## src/rtl/sram_arbiter.sv

```systemverilog
// Two-port arbiter and cycle sequencer for an external asynchronous 16-bit SRAM.
// Each access runs IDLE -> SETUP -> STROBE (WAIT_CYCLES+1) -> DONE; simultaneous requests alternate.
module sram_arbiter #(
  parameter int unsigned ADDR_W      = 18,
  parameter int unsigned WAIT_CYCLES = 1
) (
  input  logic              clk,
  input  logic              reset,
  input  logic              a_req,
  input  logic              a_we,
  input  logic [1:0]        a_be,
  input  logic [ADDR_W-1:0] a_addr,
  input  logic [15:0]       a_wdata,
  output logic [15:0]       a_rdata,
  output logic              a_ack,
  input  logic              b_req,
  input  logic              b_we,
  input  logic [1:0]        b_be,
  input  logic [ADDR_W-1:0] b_addr,
  input  logic [15:0]       b_wdata,
  output logic [15:0]       b_rdata,
  output logic              b_ack,
  output logic [ADDR_W-1:0] SRAMaddr,
  output logic [15:0]       SRAMdout,
  input  logic [15:0]       SRAMdin,
  output logic              SRAMoe,
  output logic              SRAMce_n,
  output logic              SRAMwe_n,
  output logic              SRAMlb_n,
  output logic              SRAMub_n,
  output logic              busy
);

  typedef enum logic [1:0] {S_IDLE, S_SETUP, S_STROBE, S_DONE} state_t;

  state_t            state_q, state_d;
  logic              gnt_b_q, gnt_b_d;
  logic              last_b_q, last_b_d;
  logic              we_q, we_d;
  logic [1:0]        be_q, be_d;
  logic [ADDR_W-1:0] addr_q, addr_d;
  logic [15:0]       wdata_q, wdata_d;
  logic [3:0]        cnt_q, cnt_d;
  logic [15:0]       a_rdata_q, a_rdata_d;
  logic [15:0]       b_rdata_q, b_rdata_d;
  logic              pick_b;

  // B wins only when A is idle or A was served last.
  assign pick_b = b_req && (!a_req || !last_b_q);

  always_comb begin
    state_d   = state_q;
    gnt_b_d   = gnt_b_q;
    last_b_d  = last_b_q;
    we_d      = we_q;
    be_d      = be_q;
    addr_d    = addr_q;
    wdata_d   = wdata_q;
    cnt_d     = cnt_q;
    a_rdata_d = a_rdata_q;
    b_rdata_d = b_rdata_q;
    case (state_q)
      S_IDLE: begin
        if (a_req || b_req) begin
          gnt_b_d  = pick_b;
          last_b_d = pick_b;
          we_d     = pick_b ? b_we    : a_we;
          be_d     = pick_b ? b_be    : a_be;
          addr_d   = pick_b ? b_addr  : a_addr;
          wdata_d  = pick_b ? b_wdata : a_wdata;
          state_d  = S_SETUP;
        end
      end
      S_SETUP: begin
        cnt_d   = 4'(WAIT_CYCLES);
        state_d = S_STROBE;
      end
      S_STROBE: begin
        if (cnt_q == 4'd0) begin
          state_d = S_DONE;
          if (!we_q) begin
            if (gnt_b_q) b_rdata_d = SRAMdin;
            else         a_rdata_d = SRAMdin;
          end
        end else begin
          cnt_d = cnt_q - 4'd1;
        end
      end
      S_DONE: state_d = S_IDLE;
      default: state_d = S_IDLE;
    endcase
  end

  always_ff @(posedge clk or posedge reset) begin
    if (reset) begin
      state_q   <= S_IDLE;
      gnt_b_q   <= 1'b0;
      last_b_q  <= 1'b1;
      we_q      <= 1'b0;
      be_q      <= '0;
      addr_q    <= '0;
      wdata_q   <= '0;
      cnt_q     <= '0;
      a_rdata_q <= '0;
      b_rdata_q <= '0;
    end else begin
      state_q   <= state_d;
      gnt_b_q   <= gnt_b_d;
      last_b_q  <= last_b_d;
      we_q      <= we_d;
      be_q      <= be_d;
      addr_q    <= addr_d;
      wdata_q   <= wdata_d;
      cnt_q     <= cnt_d;
      a_rdata_q <= a_rdata_d;
      b_rdata_q <= b_rdata_d;
    end
  end

  // Pin controls decode straight from the async-reset state so reset releases them immediately.
  always_comb begin
    busy     = (state_q != S_IDLE);
    SRAMce_n = !busy;
    SRAMwe_n = !((state_q == S_STROBE) && we_q);
    SRAMoe   = busy && we_q;
    SRAMlb_n = busy ? !be_q[0] : 1'b1;
    SRAMub_n = busy ? !be_q[1] : 1'b1;
    a_ack    = (state_q == S_DONE) && !gnt_b_q;
    b_ack    = (state_q == S_DONE) && gnt_b_q;
    SRAMaddr = addr_q;
    SRAMdout = wdata_q;
    a_rdata  = a_rdata_q;
    b_rdata  = b_rdata_q;
  end

endmodule

```

## config.mk

```make
export PLATFORM = sky130hd
export DESIGN_NAME = sram_arbiter
export DESIGN_NICKNAME = d
export VERILOG_FILES = /design/src/rtl/sram_arbiter.sv
export SDC_FILE = /design/constraint.sdc
export NUM_CORES = 1
export LEC_CHECK = 0
export CAP_MARGIN = 10
export CORE_MARGIN = 1.5
export CORE_UTILIZATION = 41
export CTS_CLUSTER_DIAMETER = 50
export DETAILED_ROUTE_END_ITERATION = 8
export PLACE_DENSITY = 0.81
export SETUP_SLACK_MARGIN = 0.1
export SYNTH_ARGS = -nofsm -noshare
export SYNTH_HDL_FRONTEND = slang
export SYNTH_SLANG_ARGS = --single-unit
```

## constraint.sdc

```tcl
create_clock -name clk -period 3.5 [get_ports clk]
set_clock_uncertainty 0.05 [all_clocks]
set_input_delay 0.7 -clock clk [delete_from_list [all_inputs] [get_ports clk]]
set_output_delay 0.7 -clock clk [all_outputs]
set_load 0.02 [all_outputs]
```

==> run_results.csv <==
group,metric,value,unit
drt,ant_nets,0,
floorplan,rows,33,
layout,drive_above_1_share,13.1,%
clock_network,clkTransAtPathRegs,0.08,ns
setup_path,critPathTopFamily,"buffers and inverters",
place,finalWeightedCongestion,0.764,
setup_path,critPathMaxFanout,8,
drt,wl_per_cell,15.1,um
drt,drt-total-wl,8360,um
drt,drt_first_iter_violations,103,
layout,area_growth,59.9,%
sta,slew_headroom,58.2,%
sta,rsz0062_at_grt,"no",
sta,fmax,359,MHz
global_route,grtUsageTotal,19.0,%
setup_path,cp_slowest_cell,"clkdlybuf4s50_1",
power,total_power,4.95,mW
power,peakVddDrop,379,uV
clock_network,numCtsBuffers,9,
synth,synth-xor-area-share,0,%
setup_path,critPathCaptureType,"output pin",
global_route,antenna_found_initial,0,
synth,syn_inst,279,
synth,synth-adder-area-share,1.46,%
synth,synth_edf_count,0,
floorplan,initial_utilization,42.0,%
sta,drv_slew,0,
place,placed_cells,539,
place,io_buffer_count,167,
clock_network,cts_tree,"built",
synth,synthArstFlopShare,100,%
layout,fin_nets,543,
setup_path,cp.depth,5,
drt,route.detailed.drc,0,
global_route,grt_pass1_vias,2789,
clock_network,ctsResizeCount,0,
sta,period_minus_slack,2.79,ns
sta,tns,0,ns
synth,synth_cell_types,34,
synth,ys_seq_area_share,56.1,%
global_route,grt_pass1_wl,13000,um
clock_network,hold_buffers,0,
global_route,gr-total-overflow,0,
synth,ys_ff_latch,77,
sta,final-setup-viol-count,0,
synth,ys.warnings.count,0,
clock_network,clockBufferDepth,2,
floorplan,ios,168,
synth,postSynthNetCount,377,
synth,synth-main-ff-cell,"dfrtp_1",
setup_path,r2r_cells,5,
drt,dr.pass1.iters,4,
setup_path,critical_path_arrival,2.04,ns
clock_network,cts.sink_count,77,
setup_path,startpoint_type,"flip-flop",
global_route,grt_max_degree,78,
synth,syn_area_per_cell,12.3,um2
place,dp_hpwl,6150,um
layout,antenna_cells,0,
synth,synth-compound-area-share,8.67,%
drt,num_vias,2693,
clock_network,cts_htree_levels,3,
power,p_per_area,901,mW/mm2
floorplan,fp.coreArea,0.00818,mm2
sta,final_hold_viol_count,0,
synth,synth_mux_area_share,22.7,%
worst_hold_path,hold_depth,2,
outcome,status,"completed",
clock_network,insertion_delay,0.34,ns
setup_path,cp_cell_sequence,"inv_1 > ha_1 > inv_1 > nand2_1 > clkdlybuf4s50_1",
sta,finalCritPeriodShare,79.7,%
floorplan,die_h,94.5,um
sta,tightest_slew,0.627,ns
clock_network,cts_setup_buffers,0,
drt,routed_via_density,4.85,
power,leakage,2.40,nW
job,drv_cap,0,
floorplan,die_x,94.5,um
synth,synthSimpleGateAreaFrac,7.68,%
setup_path,crit_buf_inv,3,
setup_path,cp_data_required_time,2.75,ns
setup_path,crit_type,"flip-flop to output pin",
synth,synth_top_family_by_area,"multiplexers",
worst_hold_path,hold_path.class,"flip-flop to flip-flop",
setup_path,crit_top_cell,"inv_1",
synth,syn_area,0.00344,mm2
layout,fin_cells,555,
floorplan,dieArea,0.00894,mm2
clock_network,cts-root-buf,"clkbuf_8",
setup_path,slowest_delay,0.60,ns
==> flip-flops by register name, indices dropped and copies added (netlist names) <==
signal and count:
b_rdata 16, we_q 1, a_rdata 16, be_q 2, SRAMdout 16, state_q 2, gnt_b_q 1, last_b_q 1
SRAMaddr 18, cnt_q 4
==> cells in the final DEF, fill, tap and decap left out, drive strengths merged <==
| master | Yosys | final |
|---|---|---|
| inv | 9 | 10 |
| o41ai | 1 | 1 |
| o22a | 2 | 2 |
| a31oi | 1 | 1 |
| clkdlybuf4s50 | 0 | 167 |
| ha | 4 | 4 |
| nand2 | 40 | 40 |
| a21boi | 1 | 1 |
| bufinv | 0 | 4 |
| mux2 | 32 | 32 |
| clkinv | 0 | 1 |
| clkinvlp | 0 | 1 |
| nand4b | 2 | 2 |
| o2bb2ai | 1 | 1 |
| o21ai | 39 | 39 |
| mux2i | 38 | 38 |
| or2 | 1 | 1 |
| clkbuf | 9 | 9 |
| o31ai | 1 | 1 |
| nor2 | 1 | 1 |
| nor2b | 2 | 2 |
| nor3b | 1 | 1 |
| a22o | 3 | 3 |
| nand3 | 2 | 2 |
| dfrtp | 76 | 76 |
| nor3 | 1 | 1 |
| o32a | 1 | 1 |
| dfstp | 1 | 1 |
| a21oi | 2 | 2 |
| and2 | 1 | 1 |
| nand2b | 1 | 1 |
| buf | 6 | 3 |
==> routing by layer <==
layer | vias up | GRT usage (%) | wire length [um] | share of wire (%)
met5 | - | 0 | 0 | 0
met4 | 0 | 7.71 | 108 | 1.3
met3 | 11 | 6.60 | 737 | 8.8
met2 | 108 | 33.1 | 4190 | 50
met1 | 1272 | 21.2 | 3330 | 40
li1 | 1302 | - | - | -
==> power breakdown <==
part / switching [mW] / internal, mW
sequential: 0.264 / 1.33
clock: 0.335 / 0.551
combinational: 1.23 / 1.24
==> area by class of cell <==
class / count / area, um2
Multi-Input combinational cell: 178 / 1410
Fill cell: 642 / 2680
Clock inverter: 7 / 145
Sequential cell: 77 / 1930
Inverter: 9 / 35.0
Timing Repair Buffer: 170 / 1720
Tap cell: 105 / 131
Clock buffer: 9 / 124
==> through the flow <==
step	worst slack [ns]	cell area (um2)	utilization [%]	hold slack (ns)
after global routing	0.621	5500	67.2	0.454
final	0.711	5500	67.2	0.432
after detailed placement	0.844	5230	63.9	0.423
after floorplan	0.785	3440	-	0.400
after CTS	0.704	5500	67.2	0.438
after global placement	0.936	5230	63.9	0.412
==> Yosys cell counts, drive strengths merged (3+ instances only) <==
library cell / count / area (um2)
nand2: 40 / 150
mux2i: 38 / 380
inv: 9 / 33.8
dfrtp: 76 / 1900
mux2: 32 / 398
o21ai: 39 / 195
a22o: 3 / 26.3
ha: 4 / 50.1
buf: 6 / 50.0
clkbuf: 9 / 33.8
==> cells by family after synthesis <==
logic type | count (synthesis)
DFF | 77
muxes | 70
AOI/OAI and AO/OA | 52
and+or+nand+nor | 52
buffers and inverters | 24
adders and majority gates | 4
==> path summary, 6_finish.rpt <==
kind	slack (ns)	start	endpoint
max	0.71	state_q[0]	SRAMlb_n
min	0.43	SRAMaddr[15]	SRAMaddr[15]
max reg2reg	1.35	cnt_q[0]	b_rdata[4]
min reg2reg	0.43	SRAMaddr[15]	SRAMaddr[15]
max in group asynchronous	2.34	reset	last_b_q
min in group asynchronous	0.72	reset	a_rdata[11]
==> worst min-delay path, delay by kind of cell, from the launching register on <==
| family | cells | cell delay, ns |
|---|---|---|
| flops | 1 | 0.35 |
| simple gates | 1 | 0.05 |
| compound gates | 1 | 0.06 |
Note: power is estimated with default switching activity, not from simulation.
